<file path="src/rtl/serializer_gearbox.sv">
// Fabric gearbox: buffers WIDTH-bit encoded words in a small FIFO and shifts them out
// OUT_W bits per step, filling with IDLE_WORD and flagging underflow when starved.
module serializer_gearbox #(
  parameter int              WIDTH     = 10,
  parameter int              OUT_W     = 1,
  parameter int              DEPTH     = 4,
  parameter bit              LSB_FIRST = 1'b1,
  parameter logic [WIDTH-1:0] IDLE_WORD = 10'h17C
) (
  input  logic                       clk,
  input  logic                       rst_n,
  input  logic [WIDTH-1:0]           s_data,
  input  logic                       s_valid,
  output logic                       s_ready,
  input  logic                       step,
  output logic [OUT_W-1:0]           ser_out,
  output logic                       word_start,
  output logic                       idle_out,
  output logic                       underflow,
  output logic [$clog2(DEPTH+1)-1:0] fill_level,
  input  logic                       clr_cnt,
  output logic [15:0]                underflow_cnt
);

  localparam int N  = WIDTH / OUT_W;
  localparam int KW = (N > 1) ? $clog2(N) : 1;
  localparam int AW = (DEPTH > 1) ? $clog2(DEPTH) : 1;
  localparam int CW = $clog2(DEPTH + 1);
  localparam logic [KW-1:0] LAST_K = KW'(N - 1);
  localparam logic [CW-1:0] FULL   = CW'(DEPTH);

  // Slice j of a word in transmit order; the earliest bit sits at bit 0 (LSB-first)
  // or at the slice MSB (MSB-first).
  function automatic logic [OUT_W-1:0] get_slice(input logic [WIDTH-1:0] w,
                                                 input logic [KW-1:0]    j);
    logic [WIDTH-1:0] tmp;
    if (LSB_FIRST) begin
      tmp = w >> (int'(j) * OUT_W);
      return tmp[OUT_W-1:0];
    end else begin
      tmp = w << (int'(j) * OUT_W);
      return tmp[WIDTH-1 -: OUT_W];
    end
  endfunction

  logic [WIDTH-1:0] mem_r [DEPTH];
  logic [AW-1:0]    wr_ptr_r, rd_ptr_r;
  logic [CW-1:0]    count_r, count_next_s;
  logic             ready_r;
  logic [WIDTH-1:0] word_r;
  logic [KW-1:0]    k_r;
  logic [OUT_W-1:0] ser_r;
  logic             word_start_r, idle_r, underflow_r, armed_r;
  logic [15:0]      cnt_r;
  logic             push_s, boundary_s, pop_s, starve_s;
  logic [WIDTH-1:0] head_s;

  // Handshake, word-boundary decode and next FIFO occupancy.
  always_comb begin
    push_s       = s_valid && ready_r;
    boundary_s   = step && (k_r == LAST_K);
    pop_s        = boundary_s && (count_r != {CW{1'b0}});
    starve_s     = boundary_s && (count_r == {CW{1'b0}});
    head_s       = mem_r[rd_ptr_r];
    count_next_s = count_r;
    if (push_s && !pop_s) begin
      count_next_s = count_r + CW'(1);
    end else if (pop_s && !push_s) begin
      count_next_s = count_r - CW'(1);
    end else begin
      count_next_s = count_r;
    end
  end

  // FIFO storage; contents need no reset because occupancy gates every read.
  always_ff @(posedge clk) begin
    if (push_s) mem_r[wr_ptr_r] <= s_data;
  end

  // FIFO pointers, shifter and underflow bookkeeping.
  always_ff @(posedge clk or negedge rst_n) begin
    if (!rst_n) begin
      wr_ptr_r     <= {AW{1'b0}};
      rd_ptr_r     <= {AW{1'b0}};
      count_r      <= {CW{1'b0}};
      ready_r      <= 1'b1;
      word_r       <= IDLE_WORD;
      k_r          <= LAST_K;
      ser_r        <= get_slice(IDLE_WORD, {KW{1'b0}});
      word_start_r <= 1'b1;
      idle_r       <= 1'b1;
      underflow_r  <= 1'b0;
      armed_r      <= 1'b0;
      cnt_r        <= 16'h0000;
    end else begin
      count_r     <= count_next_s;
      ready_r     <= (count_next_s != FULL);
      underflow_r <= 1'b0;
      if (push_s) wr_ptr_r <= wr_ptr_r + AW'(1);
      if (step) begin
        if (boundary_s) begin
          k_r          <= {KW{1'b0}};
          word_start_r <= 1'b1;
          if (pop_s) begin
            word_r   <= head_s;
            ser_r    <= get_slice(head_s, {KW{1'b0}});
            idle_r   <= 1'b0;
            armed_r  <= 1'b1;
            rd_ptr_r <= rd_ptr_r + AW'(1);
          end else begin
            word_r      <= IDLE_WORD;
            ser_r       <= get_slice(IDLE_WORD, {KW{1'b0}});
            idle_r      <= 1'b1;
            underflow_r <= armed_r;
            armed_r     <= 1'b0;
          end
        end else begin
          k_r          <= k_r + KW'(1);
          ser_r        <= get_slice(word_r, k_r + KW'(1));
          word_start_r <= 1'b0;
        end
      end
      // Clear beats a simultaneous increment; the count sticks at all-ones.
      if (clr_cnt) begin
        cnt_r <= 16'h0000;
      end else if (starve_s && armed_r && (cnt_r != 16'hFFFF)) begin
        cnt_r <= cnt_r + 16'd1;
      end
    end
  end

  assign s_ready       = ready_r;
  assign fill_level    = count_r;
  assign ser_out       = ser_r;
  assign word_start    = word_start_r;
  assign idle_out      = idle_r;
  assign underflow     = underflow_r;
  assign underflow_cnt = cnt_r;

endmodule

</file>
<file path="config.mk">
export PLATFORM = sky130hd
export DESIGN_NAME = serializer_gearbox
export DESIGN_NICKNAME = d
export VERILOG_FILES = /design/src/rtl/serializer_gearbox.sv
export SDC_FILE = /design/constraint.sdc
export NUM_CORES = 1
export LEC_CHECK = 0
export CAP_MARGIN = 20
export CORE_MARGIN = 4
export CORE_UTILIZATION = 25
export CTS_BUF_LIST = sky130_fd_sc_hd__clkbuf_8
export CTS_CLUSTER_DIAMETER = 200
export DETAILED_ROUTE_END_ITERATION = 7
export PLACE_DENSITY = 0.39
export SLEW_MARGIN = 20
export SYNTH_ARGS = -nofsm -noshare
export SYNTH_HDL_FRONTEND = slang
export SYNTH_SLANG_ARGS = --single-unit
</file>
<file path="constraint.sdc">
create_clock -name clk -period 4.3 [get_ports clk]
set_input_delay 0.86 -clock clk [delete_from_list [all_inputs] [get_ports clk]]
set_output_delay 0.86 -clock clk [all_outputs]
set_load 0.01 [all_outputs]
</file>
==> flow_summary.ini, run 1 <==
[status]
status = complete, no violations

[global_routing]
antenna_found_initial = 0
grt_util_all_layers = 0.1012
grt_pass1_wl_mm = 13.81
first_global_vias = 2550
grt_max_degree = 44
overflow = 0

[worst_setup_path]
crit_path_start_kind = input pin
critPathTopFamily = simple AND/OR/NAND/NOR gates
crit_chain = clkdlybuf4s50_1 -> and4b_1 -> buf_4 -> nand4_2 -> or4_1 -> a21oi_1
cp-end-kind = flip-flop
critPathMaxFanout = 15
r2r-end = underflow_cnt[13]$_DFFE_PN0P_
worstRegToRegCells = 6
cp.required_ps = 4580
critPathMaxStageDelay_ps = 770
reg2reg_from = k_r[0]$_DFFE_PN1P_
rrSetupSlack_ps = 1740
crit_arrival_ps = 3120
critical_path_class = input pin to flip-flop
slowest_stage = clkdlybuf4s50_1
crit_buf_inv = 2

[power_and_ir_drop]
p_leak_nw = 1.691
switching_share = 0.3367
p_comb_frac = 0.281
p_seq_frac = 0.496
cellInternalPower_mw = 1.628
peakVddDrop_uv = 271.6
switching_power_uw = 826.5
power_per_cell_area_mw_per_mm2 = 529.3
clkPwrFrac = 0.223

[timing]
min_period_over_period = 0.6585
slew_viol_final = 0
worst_pin_slew_ps = 728.2
finalSetupViolations = 0
setup_tns_ps = 0
slew_headroom = 0.5145
final_hold_viol_count = 0
timing.final.crit_period_ps = 2831
clock_skew_ps = 7.091
rsz0062_at_grt = false
max_freq_mhz = 353.2

[floorplanning]
die_w_um = 132.6
initial_core_util = 0.2554
dieArea_mm2 = 0.01759
fp-row-count = 45
ios = 39
core_mm2 = 0.01520
die_y_um = 132.6

[final_layout]
fin_cells = 524
nFillCells = 1551
layout-drive-gt1-share = 0.1458
antenna_cells = 0
syn2layout_area_growth_pct = 19.43
nNetsFinal = 356
fin_util = 0.3050

[min_path]
worstHoldEndpoint = word_start$_DFFE_PN1P_
min_from = word_start$_DFFE_PN1P_
min_path_cells = 2
hold_class = flip-flop to flip-flop

[synth]
synthFlopType = edfxtp_1
synth_cells = 291
avgSynthCellArea_um2 = 13.34
yosys_warnings = 0
ys_types = 54
synth_edf_count = 40
postSynth.asyncResetShare = 0.5181
synth_top_area_cell = edfxtp_1
synthesis.area_mm2 = 0.003882
synth_top_area_share = 0.3094
synthMostInstantiatedCell = edfxtp_1
syn_nets = 316
ys_seq_elements = 83
synth_common_cells = edfxtp_1 (40), dfrtp_1 (32), a21oi_1 (21)
synth-seq-area-share = 0.5901
synth.area.top_cells = edfxtp_1 (31%), dfrtp_1 (21%), dfstp_2 (7.4%)

[routing]
dr.first_iter.drc_count = 171
dr_total_vias = 2510
via_per_inst = 4.790
dr.pass1.iters = 4
wl_per_cell_um = 16.40
routed_wl_mm = 8.591
ant_nets = 0
drc = 0

[clock_tree]
postCtsHoldBufs = 0
clkSlewWorstSetupHoldPaths_ps = 90
cts_resized = 0
clk_path_buf_depth = 2
cts_tree = yes
ctsHtreeMaxLevel = 3
clock_latency_ps = 370
post_cts_buffers = 0
cts_sinks = 83
numCtsBuffers = 9
clock-root-buffer = clkbuf_8

[placed_design]
dp_cells = 508
place_congestion = 0.7242
io_buffer_count = 38
dp_hpwl_mm = 5.925

[flow_run]
maxCapViolations = 0
-- per-stage QoR --
stage | setup WS, ps | power [mW] | area (µm²) | hold WS (ps)
floorplan | 2251 | 1.706 | 3882 | 468.9
global placement | 1129 | 1.937 | 4444 | 460.3
detailed placement | 1084 | 1.944 | 4444 | 463.9
CTS | 1481 | 2.513 | 4637 | 478.5
global route | 1296 | 2.633 | 4637 | 503.0
finish | 1469 | 2.454 | 4637 | 471.8
-- layout by cell type, fill, tap and decap left out, types with 4 or more instances in the layout --
cell	count
edfxtp_1	40
clkdlybuf4s50_1	37
dfrtp_1	32
a21oi_1	21
nand2_1	17
inv_1	11
o21ai_0	11
dfstp_2	11
o31ai_1	10
mux4_2	10
or4_1	10
ha_1	10
clkbuf_8	9
nand3_1	8
nand4_1	7
xnor2_1	6
o22a_1	6
nor2_1	6
a22o_1	5
nor2b_1	4
and3_1	4
or3_1	4
mux2i_1	4
-- state kept, by name (all words and copies together) (netlist names) --
name	flops
fill_level	3
k_r	4
word_r	10
wr_ptr_r	2
underflow_cnt	16
word_start	1
underflow	1
mem_r	40
s_ready	1
rd_ptr_r	2
ser_out	1
idle_out	1
armed_r	1
-- worst reg2reg max path, delay by kind of cell (launching register included) --
kind	cells	cell delay, ps
simple gates	3	1020
flops	1	700
fa+ha+maj	1	330
buf+inv	1	280
compound gates	1	150
-- worst max-delay path by stage --
stage	start	cells after the start	slack, ps	to
4_1_cts	step	6	1480	underflow_cnt[13]$_DFFE_PN0P_
3_3_place_gp	step	6	1130	underflow_cnt[9]$_DFFE_PN0P_
2_1_floorplan	step	6	2250	underflow_cnt[14]$_DFFE_PN0P_
5_1_grt	step	6	1300	underflow_cnt[9]$_DFFE_PN0P_
3_5_place_dp	step	6	1080	underflow_cnt[13]$_DFFE_PN0P_
6_report	step	6	1470	underflow_cnt[13]$_DFFE_PN0P_
-- power by group through the flow --
stage	combinational (mW)	sequential (mW)	clock (mW)
3_3_place_gp	0.695	1.24	0
3_5_place_dp	0.701	1.24	0
4_1_cts	0.703	1.23	0.583
5_1_grt	0.770	1.25	0.612
6_report	0.690	1.22	0.547
2_1_floorplan	0.563	1.14	0
-- cell type report --
cell class / instances / area (µm²) / area share
clock inverter: 7 / 68.82 / 0.01484
clock buffer: 9 / 123.9 / 0.02671
inverter: 11 / 41.29 / 0.008904
tap: 188 / 235.2 / 0.05073
sequential: 83 / 2291 / 0.4941
multi-input combinational: 185 / 1479 / 0.3189
timing repair buffer: 41 / 397.9 / 0.08581
-- cells by family after synthesis --
kind of cell,count (synthesis),synth area share
fa+ha+maj,10,0.03223
buf+inv,23,0.02900
flops,83,0.5901
compound gates,68,0.1196
mux,15,0.07122
xor+xnor,7,0.01579
simple gates,85,0.1421
-- metal layers --
metal	GRT usage	wire (µm)
met5	0	0
met4	0.03637	134
met2	0.1608	4103
met1	0.1279	3980
met3	0.03574	373
No activity file was read; power rests on OpenSTA's default activity.
==> run 2, diff against run 1 <==
- clock period: 4.3 -> 2.9 ns (I/O delays scaled with it)
==> flow_summary.ini, run 2 (synthesis gave the netlist of run 1 again) <==
[status]
status = complete, no violations

[worst_setup_path]
reg2reg_from = fill_level[1]$_DFF_PN0_
crit_path_start_kind = flip-flop
r2r-end = underflow_cnt[5]$_DFFE_PN0P_
cp-end-kind = flip-flop
cp.required_ps = 3180
slowest_stage = nor2b_1
critical_path_class = flip-flop to flip-flop
worstRegToRegCells = 6
rrSetupSlack_ps = 560
crit_chain = inv_1 -> ha_1 -> nor2b_1 -> nand3_1 -> or4_1 -> a21oi_1
crit_arrival_ps = 2620
critPathTopFamily = simple AND/OR/NAND/NOR gates
critPathMaxStageDelay_ps = 540
crit_buf_inv = 1
critPathMaxFanout = 6

[global_routing]
antenna_found_initial = 0
first_global_vias = 2680
grt_max_degree = 40
overflow = 0
grt_pass1_wl_mm = 14.50
grt_util_all_layers = 0.1056

[final_layout]
design_area_mm2 = 0.004692
multi_input_area_mm2 = 0.001479
antenna_cells = 0
nNetsFinal = 362
regMostFlops = mem_r
layout-drive-gt1-share = 0.1579
largest_register_ffs = 40
seqCellArea_mm2 = 0.002291
layout_commonest_cell = edfxtp_1
final_cell_mix = edfxtp_1 (40), clkdlybuf4s50_1 (37), dfrtp_1 (32)
nFillCells = 1562
fin_util = 0.3086
syn2layout_area_growth_pct = 20.85

[routing]
ant_nets = 0
dr.pass1.iters = 4
routed_wl_mm = 8.721
via_per_inst = 4.885
dr_total_vias = 2589
dr.first_iter.drc_count = 85
wl_per_cell_um = 16.45
drc = 0

[clock_tree]
post_cts_buffers = 0
numCtsBuffers = 9
clock_latency_ps = 370
cts_sinks = 83
cts_resized = 0
clk_path_buf_depth = 2
ctsHtreeMaxLevel = 3
clock-root-buffer = clkbuf_8
postCtsHoldBufs = 0
clkSlewWorstSetupHoldPaths_ps = 90
cts_tree = yes

[min_path]
hold_class = input pin to asynchronous set/reset pin

[floorplanning]
ios = 39
fp-row-count = 45
initial_core_util = 0.2554
dieArea_mm2 = 0.01759
die_y_um = 132.6
die_w_um = 132.6
core_mm2 = 0.01520

[placed_design]
dp_hpwl_mm = 5.934
place_worst_setup_slack_ps = 238.0
place_congestion = 0.7204
io_buffer_count = 38
post_dp_cell_area_mm2 = 0.004489

[power_and_ir_drop]
power_per_cell_area_mw_per_mm2 = 793.8
p_leak_nw = 1.728
peakVddDrop_uv = 203.7

[timing]
setup_tns_ps = 0
holdWs_ps = 196.4
slew_headroom = 0.5290
slew_viol_final = 0
rsz0062_at_grt = false
final_hold_viol_count = 0
fin_ws_ps = 559.5
worst_pin_slew_ps = 701.1
max_freq_mhz = 427.3
clock_skew_ps = 9.309
timing.final.crit_period_ps = 2340
min_period_over_period = 0.8071
finalSetupViolations = 0

[flow_run]
maxCapViolations = 0
[run 2: how the worst max path moves through the flow]
stage | start | endpoint | depth (start not counted)
after global placement | step | s_ready$_DFF_PN1_ | 6
after floorplan | k_r[0]$_DFFE_PN1P_ | underflow_cnt[14]$_DFFE_PN0P_ | 7
after detailed placement | step | underflow_cnt[5]$_DFFE_PN0P_ | 5
after CTS | fill_level[1]$_DFF_PN0_ | underflow_cnt[5]$_DFFE_PN0P_ | 6
after global routing | fill_level[0]$_DFF_PN0_ | underflow_cnt[5]$_DFFE_PN0P_ | 6
final | fill_level[1]$_DFF_PN0_ | underflow_cnt[5]$_DFFE_PN0P_ | 6
[run 2: worst register-to-register path, cell delays in order, from the launching register on]
cell,delay [ps]
dfrtp_1,440
inv_1,130
ha_1,190
nor2b_1,540
nand3_1,290
or4_1,520
a21oi_1,160
[run 2: layout make-up]
| cell class | instances | share of cell area |
|---|---|---|
| tap | 188 | 0.05013 |
| clock buffer | 9 | 0.02640 |
| timing repair buffer | 47 | 0.09493 |
| sequential | 83 | 0.4883 |
| inverter | 11 | 0.008800 |
| clock inverter | 7 | 0.01627 |
| multi-input combinational | 185 | 0.3152 |
[run 2: layer usage]
metal	vias up	track usage	share of wire
li1	1229	-	-
met1	1298	0.1383	0.47
met2	49	0.1645	0.47
met3	13	0.02357	0.033
met4	0	0.05370	0.023
met5	-	0	0
[run 2: where the power goes]
group	internal (mW)	total (mW)	switching [mW]	leakage, nW
Combinational	0.551	1.08	0.528	0.727
Clock	0.404	0.868	0.464	0.0979
Sequential	1.55	1.78	0.224	0.903
Total	2.51	3.72	1.22	1.73
[run 2: per-stage QoR]
stage	instances	power, mW
after global routing	530	3.987
final	530	3.725
after detailed placement	514	2.907
after CTS	530	3.800
after floorplan	291	2.530
after global placement	514	2.906
==> variant 1 (config.mk and constraints of run 2) <==
`DEPTH`: 4 -> 8.
--- a/src/rtl/serializer_gearbox.sv
+++ b/src/rtl/serializer_gearbox.sv
@@ -4,5 +4,5 @@
   parameter int              WIDTH     = 10,
   parameter int              OUT_W     = 1,
-  parameter int              DEPTH     = 4,
+  parameter int              DEPTH     = 8,
   parameter bit              LSB_FIRST = 1'b1,
   parameter logic [WIDTH-1:0] IDLE_WORD = 10'h17C
Ports: changed (resized fill_level); port bits go from 39 to 40. No check against the original RTL was run, so the function may have changed too.
==> variant 1 against run 2 <==
  * Setup slack better by 0.12 ns
  * Routed wire length up 38%
  * Maximum frequency up 5.2%
  * Critical path depth up 2
  * Total power up 51%
  * Sequential share of layout area up 4.6 points
  * Clock skew up 0.0067 ns
  * Area after synthesis up 41%
  * Final cell count up 35%
  * Final area up 42%
  * Die area up 39%
  * Sequential cell count up 43
  * Critical path type unchanged
  * Largest cell class unchanged
  * Highest routed layer unchanged
==> variant 1: results (changes against run 2) <==
- Status: complete, no violations
- CTS HTree Levels: 4 (+1)
- Skew-Pair Late Insertion Delay: 0.44 ns (+0.07 ns)
- Unique masters post-synth: 55 (+1.9%)
- Final nets: 451 (+25%)
- Post-synth EDFFs: 80 (+100%)
- Buffers on Ports: 39 (+2.6%)
- Main area contributors after synthesis: edfxtp_1 44%, dfrtp_1 16%, mux4_2 9.4%
- Share of layout cells above drive strength 1: 21.49% (+5.7 points)
- Worst path slowest cell: dfrtp_1
- Largest register by flop count: mem_r
- First-pass GRT wire length: 19640 um (+35%)
- Vias per inst: 4.561 (-6.6%)
- Leak pwr: 2.351 nW (+36%)
- Fill count: 2087 (+34%)
- Final Non-Filler Cells: 717 (+35%)
- Final WL: 12080 um (+38%)
- Top-count cell post-synth: edfxtp_1
- Dpl hpwl: 7823 um (+32%)
- Tot GR Track Use: 10.61% (+0.054 points)
- Max reg flops: 80 (+100%)
- Commonest cells post-synth: 80 x edfxtp_1, 35 x dfrtp_1, 35 x nand2_1
- Starting DRC count in detailed routing: 165 (+94%)
- Pint: 3.799 mW (+51%)
- Placed cells: 685 (+33%)
- Reg2reg path depth: 8 (+2)
- Worst vdd ir: 299.9 uV (+47%)
- Final Skew: 0.01604 ns (+0.006733 ns)
- Worst hold path type: primary input to asynchronous set/reset pin
- Antenna Diode Count: 0 (unchanged)
- Share of the yosys chip area belonging to registers: 65.06% (+6.1 points)
- Clock slew at reported path FFs: 0.09 ns (about the same)
- Post-DP Area: 6287 um2 (+40%)
- Pre-CTS setup slack: 0.4973 ns (+0.2593 ns)
- Mapped Nets: 392 (+24%)
- GP Congestion: 0.6976 (-3.2%)
- Post-synth ARST share: 36.51% (-15 points)
- CTS Buf Count: 17 (+8)
- Setup repair bufs after CTS: 0 (unchanged)
- CP arrival: 2.60 ns (-0.02 ns)
- Vias in the first global route: 3392 (+27%)
- Max FO, Critical Path: 14 (+8)
- Relative slew margins: 60.58% (+7.7 points)
- Mean Syn Cell Area: 14.82 um2 (+11%)
- Max incr delay on CP: 0.47 ns (-0.07 ns)
- Root Buffer: clkbuf_8
- Largest net degree at the start of global routing: 42 (+5.0%)
## variant 1: changes by cell type in the layout (fill, tap and decap cells not counted), moves of 7 or more
cell / delta
buf_4: +8
clkbuf_8: +8
edfxtp_1: +40
mux2i_1: +9
mux4_2: +13
nand2_1: +18
nor2_1: +15
o21ai_0: +8
o31ai_1: -7
## variant 1: final timing paths
check	startpoint	to	slack [ns]
min in group clk	idle_out	idle_out	0.46
hold / removal	rst_n	underflow_cnt[3]	0.12
max in group asynchronous	rst_n	word_r[4]	2.17
hold reg to reg	idle_out	idle_out	0.46
setup reg to reg	fill_level[0]	underflow_cnt[8]	0.68
setup / recovery	fill_level[0]	underflow_cnt[8]	0.68
## variant 1: layout make-up
cell class	count	area [um2]	area share [%]
flip-flops and latches	126	3567	53.46
multi-input cells	221	1815	27.21
repair buffers	57	535.5	8.026
well taps	275	344.1	5.157
clock buffers	17	234.0	3.506
clock inverters	15	148.9	2.231
inverters	6	27.53	0.4125
## variant 1: power groups by stage
stage	clock network [mW]	logic, mW	registers [mW]
CTS	1.56	1.51	2.66
floorplan	0	1.08	2.54
global placement	0	1.50	2.69
global route	1.65	1.63	2.71
detailed placement	0	1.51	2.70
finish	1.50	1.47	2.65
## variant 1: stage by stage
stage	utilization, %	power [mW]
after floorplan	-	3.618
after CTS	31.33	5.739
after global routing	31.35	5.982
final	31.35	5.614
after detailed placement	29.54	4.205
after global placement	29.54	4.195
## variant 1: worst max-delay path: cells and delay by family (launching register included)
kind | cells | cell delay [ns]
AOI/OAI and AO/OA | 2 | 0.30
DFF | 1 | 0.47
and+or+nand+nor | 3 | 0.95
adders and majority gates | 1 | 0.22
buffers and inverters | 2 | 0.22
## variant 1: cell families (layout without fill, tap and decap cells)
kind of cell,after synthesis,in the layout,share of synthesized area [%]
compound gates,57,57,6.915
xor+xnor,10,10,1.597
fa+ha+maj,7,7,1.597
buf+inv,23,95,2.054
flops,126,126,65.06
mux,37,37,12.03
simple gates,110,110,10.75
## variant 1: per-layer routing
metal | wire (um) | vias up | global-route usage [%]
met3 | 473 | 16 | 2.635
met1 | 5516 | 1650 | 13.50
met5 | 0 | - | 0
li1 | - | 1541 | -
met2 | 5918 | 63 | 17.72
met4 | 167 | 0 | 3.636
==> variant 2 (config.mk and constraints of run 2) <==
Without the edit above. Put one more register stage on the output `fill_level`. The value now appears one clock later. The other outputs are not delayed to match.
--- a/src/rtl/serializer_gearbox.sv
+++ b/src/rtl/serializer_gearbox.sv
@@ -131,5 +131,7 @@
 
   assign s_ready       = ready_r;
-  assign fill_level    = count_r;
+  always_ff @(posedge clk) begin
+    fill_level <= count_r;
+  end
   assign ser_out       = ser_r;
   assign word_start    = word_start_r;
Function: changed (a bounded check fails within 4 cycles, from zero or initial values and one cycle with rst_n low).
==> variant 2 against run 2 <==
  * Die area is 1.9% lower
  * Global-route usage is 0.70 points lower
  * Setup slack better by 0.0064 ns
  * First-iteration DRC count is 46% higher
  * Routed wire length is 7.2% lower
  * Final area is 2.9% lower
  * Clock power is 11% lower
  * Sequential cell count is 3 higher
  * Count of clock-buffer cells in the layout is 1 higher
  * Maximum frequency is 0.27% higher
  * Total power is 1.5% lower
  * Clock skew is 0.00081 ns lower
  * Area after synthesis is 2.0% lower
  * Final cell count is 4.5% lower
==> variant 2: results (changes against run 2) <==
- Status: complete, no violations
- Max FO, Critical Path: 11 (+5)
- Detailed Routing Iterations Pass 1: 4 (unchanged)
- Routed length on met3: 331 um (+14%)
- Post-synth ARST share: 50.00% (-1.8 points)
- Final nets: 342 (-5.5%)
- Top_reg_cell synth: edfxtp_1
- CP arrival: 2.61 ns (about the same)
- CTS HTree Levels: 3 (unchanged)
- Mapped Nets: 301 (-4.7%)
- Dpl hpwl: 5428 um (-8.5%)
- Met1 GRT Util: 12.29% (-1.5 points)
- Tot GR Track Use: 9.862% (-0.70 points)
- Leak pwr: 1.680 nW (-2.8%)
- Worst Tran Pin Value: 0.6097 ns (-0.09139 ns)
- First-pass GRT wire length: 13120 um (-9.6%)
- Met3 usage: 3.364% (+1.0 points)
- Worst Setup EP: underflow_cnt[13]
- Share of layout cells above drive strength 1: 16.15% (+0.36 points)
- Vias: 2339 (-9.7%)
- Worst vdd ir: 310.7 uV (+53%)
- Share of the yosys chip area belonging to registers: 61.79% (+2.8 points)
- Met2 WL: 3823 um (-6.8%)
- GRT met2 Usage: 15.87% (-0.58 points)
- GP Congestion: 0.7571 (+5.1%)
- Reg-to-reg slack, setup: between 0.5 and 0.6 ns
- Vias in the first global route: 2369 (-12%)
- Wl on met1: 3795 um (-8.0%)
- Starting DRC count in detailed routing: 124 (+46%)
- Wire per inst: 15.99 um (-2.8%)
- FF-to-FF Start: k_r[0]
- Largest net degree at the start of global routing: 44 (+10%)
- Main area contributors after synthesis: edfxtp_1 32%, dfrtp_1 21%, dfstp_2 7.6%
- Critical path class: flip-flop to flip-flop
- Final Skew: 0.008494 ns (-0.0008142 ns)
- Commonest cells post-synth: 40 x edfxtp_1, 32 x dfrtp_1, 18 x nand2_1
- Unique masters post-synth: 51 (-5.6%)
- Post-synth EDFFs: 40 (unchanged)
- Top Layer Used: met4
- Buffers on Ports: 38 (unchanged)
- Max reg flops: 40 (unchanged)
- Worst hold path type: primary input to asynchronous set/reset pin
-- variant 2: changes by cell type in the layout (fill, tap and decap cells not counted), moves of 4 or more --
cell     delta
or4_1       -9
a21oi_1    -12
o31ai_1     -8
xor2_1      +8
buf_4       -5
or3_1       +4
nor2_1      +9
and3_1      +5
nand3_1     -4
o22ai_1     +4
-- variant 2: power by group --
part / switching, mW / internal, mW
combinational: 0.487 / 0.545
sequential: 0.233 / 1.63
clock: 0.438 / 0.333
total: 1.16 / 2.51
-- variant 2: cells by family after synthesis --
kind of cell	Yosys count	share of synthesized area (%)
flops	86	61.79
compound gates	53	10.06
xor+xnor	15	3.453
fa+ha+maj	10	3.288
simple gates	74	10.49
buf+inv	22	2.696
mux	16	8.221
-- variant 2: stage by stage --
stage / util, % / setup slack, ns / hold slack [ns] / instances / instance area, um2
4_1_cts: 30.99 / 0.5457 / 0.2962 / 506 / 4556
6_report: 30.99 / 0.5659 / 0.2891 / 506 / 4556
5_1_grt: 30.99 / 0.4097 / 0.3227 / 506 / 4556
2_1_floorplan: - / 0.9745 / 0.2844 / 276 / 3805
3_3_place_gp: 29.79 / 0.4814 / 0.4422 / 490 / 4379
3_5_place_dp: 29.79 / 0.4974 / 0.4514 / 490 / 4379
-- variant 2: layout make-up --
cell class / instances / area [um2]
well taps: 184 / 230.2
clock buffers: 10 / 137.6
flip-flops and latches: 86 / 2351
multi-input cells: 168 / 1351
fillers: 1457 / 10140
repair buffers: 43 / 412.9
clock inverters: 6 / 38.79
inverters: 9 / 33.78
-- variant 2: worst max-delay path, stage by stage (launching register included) --
cell and delay (ns):
dfstp_2 0.69, ha_1 0.30, and4b_4 0.27, and3_4 0.29, o211ai_4 0.14, or4_1 0.42, a21oi_1 0.15
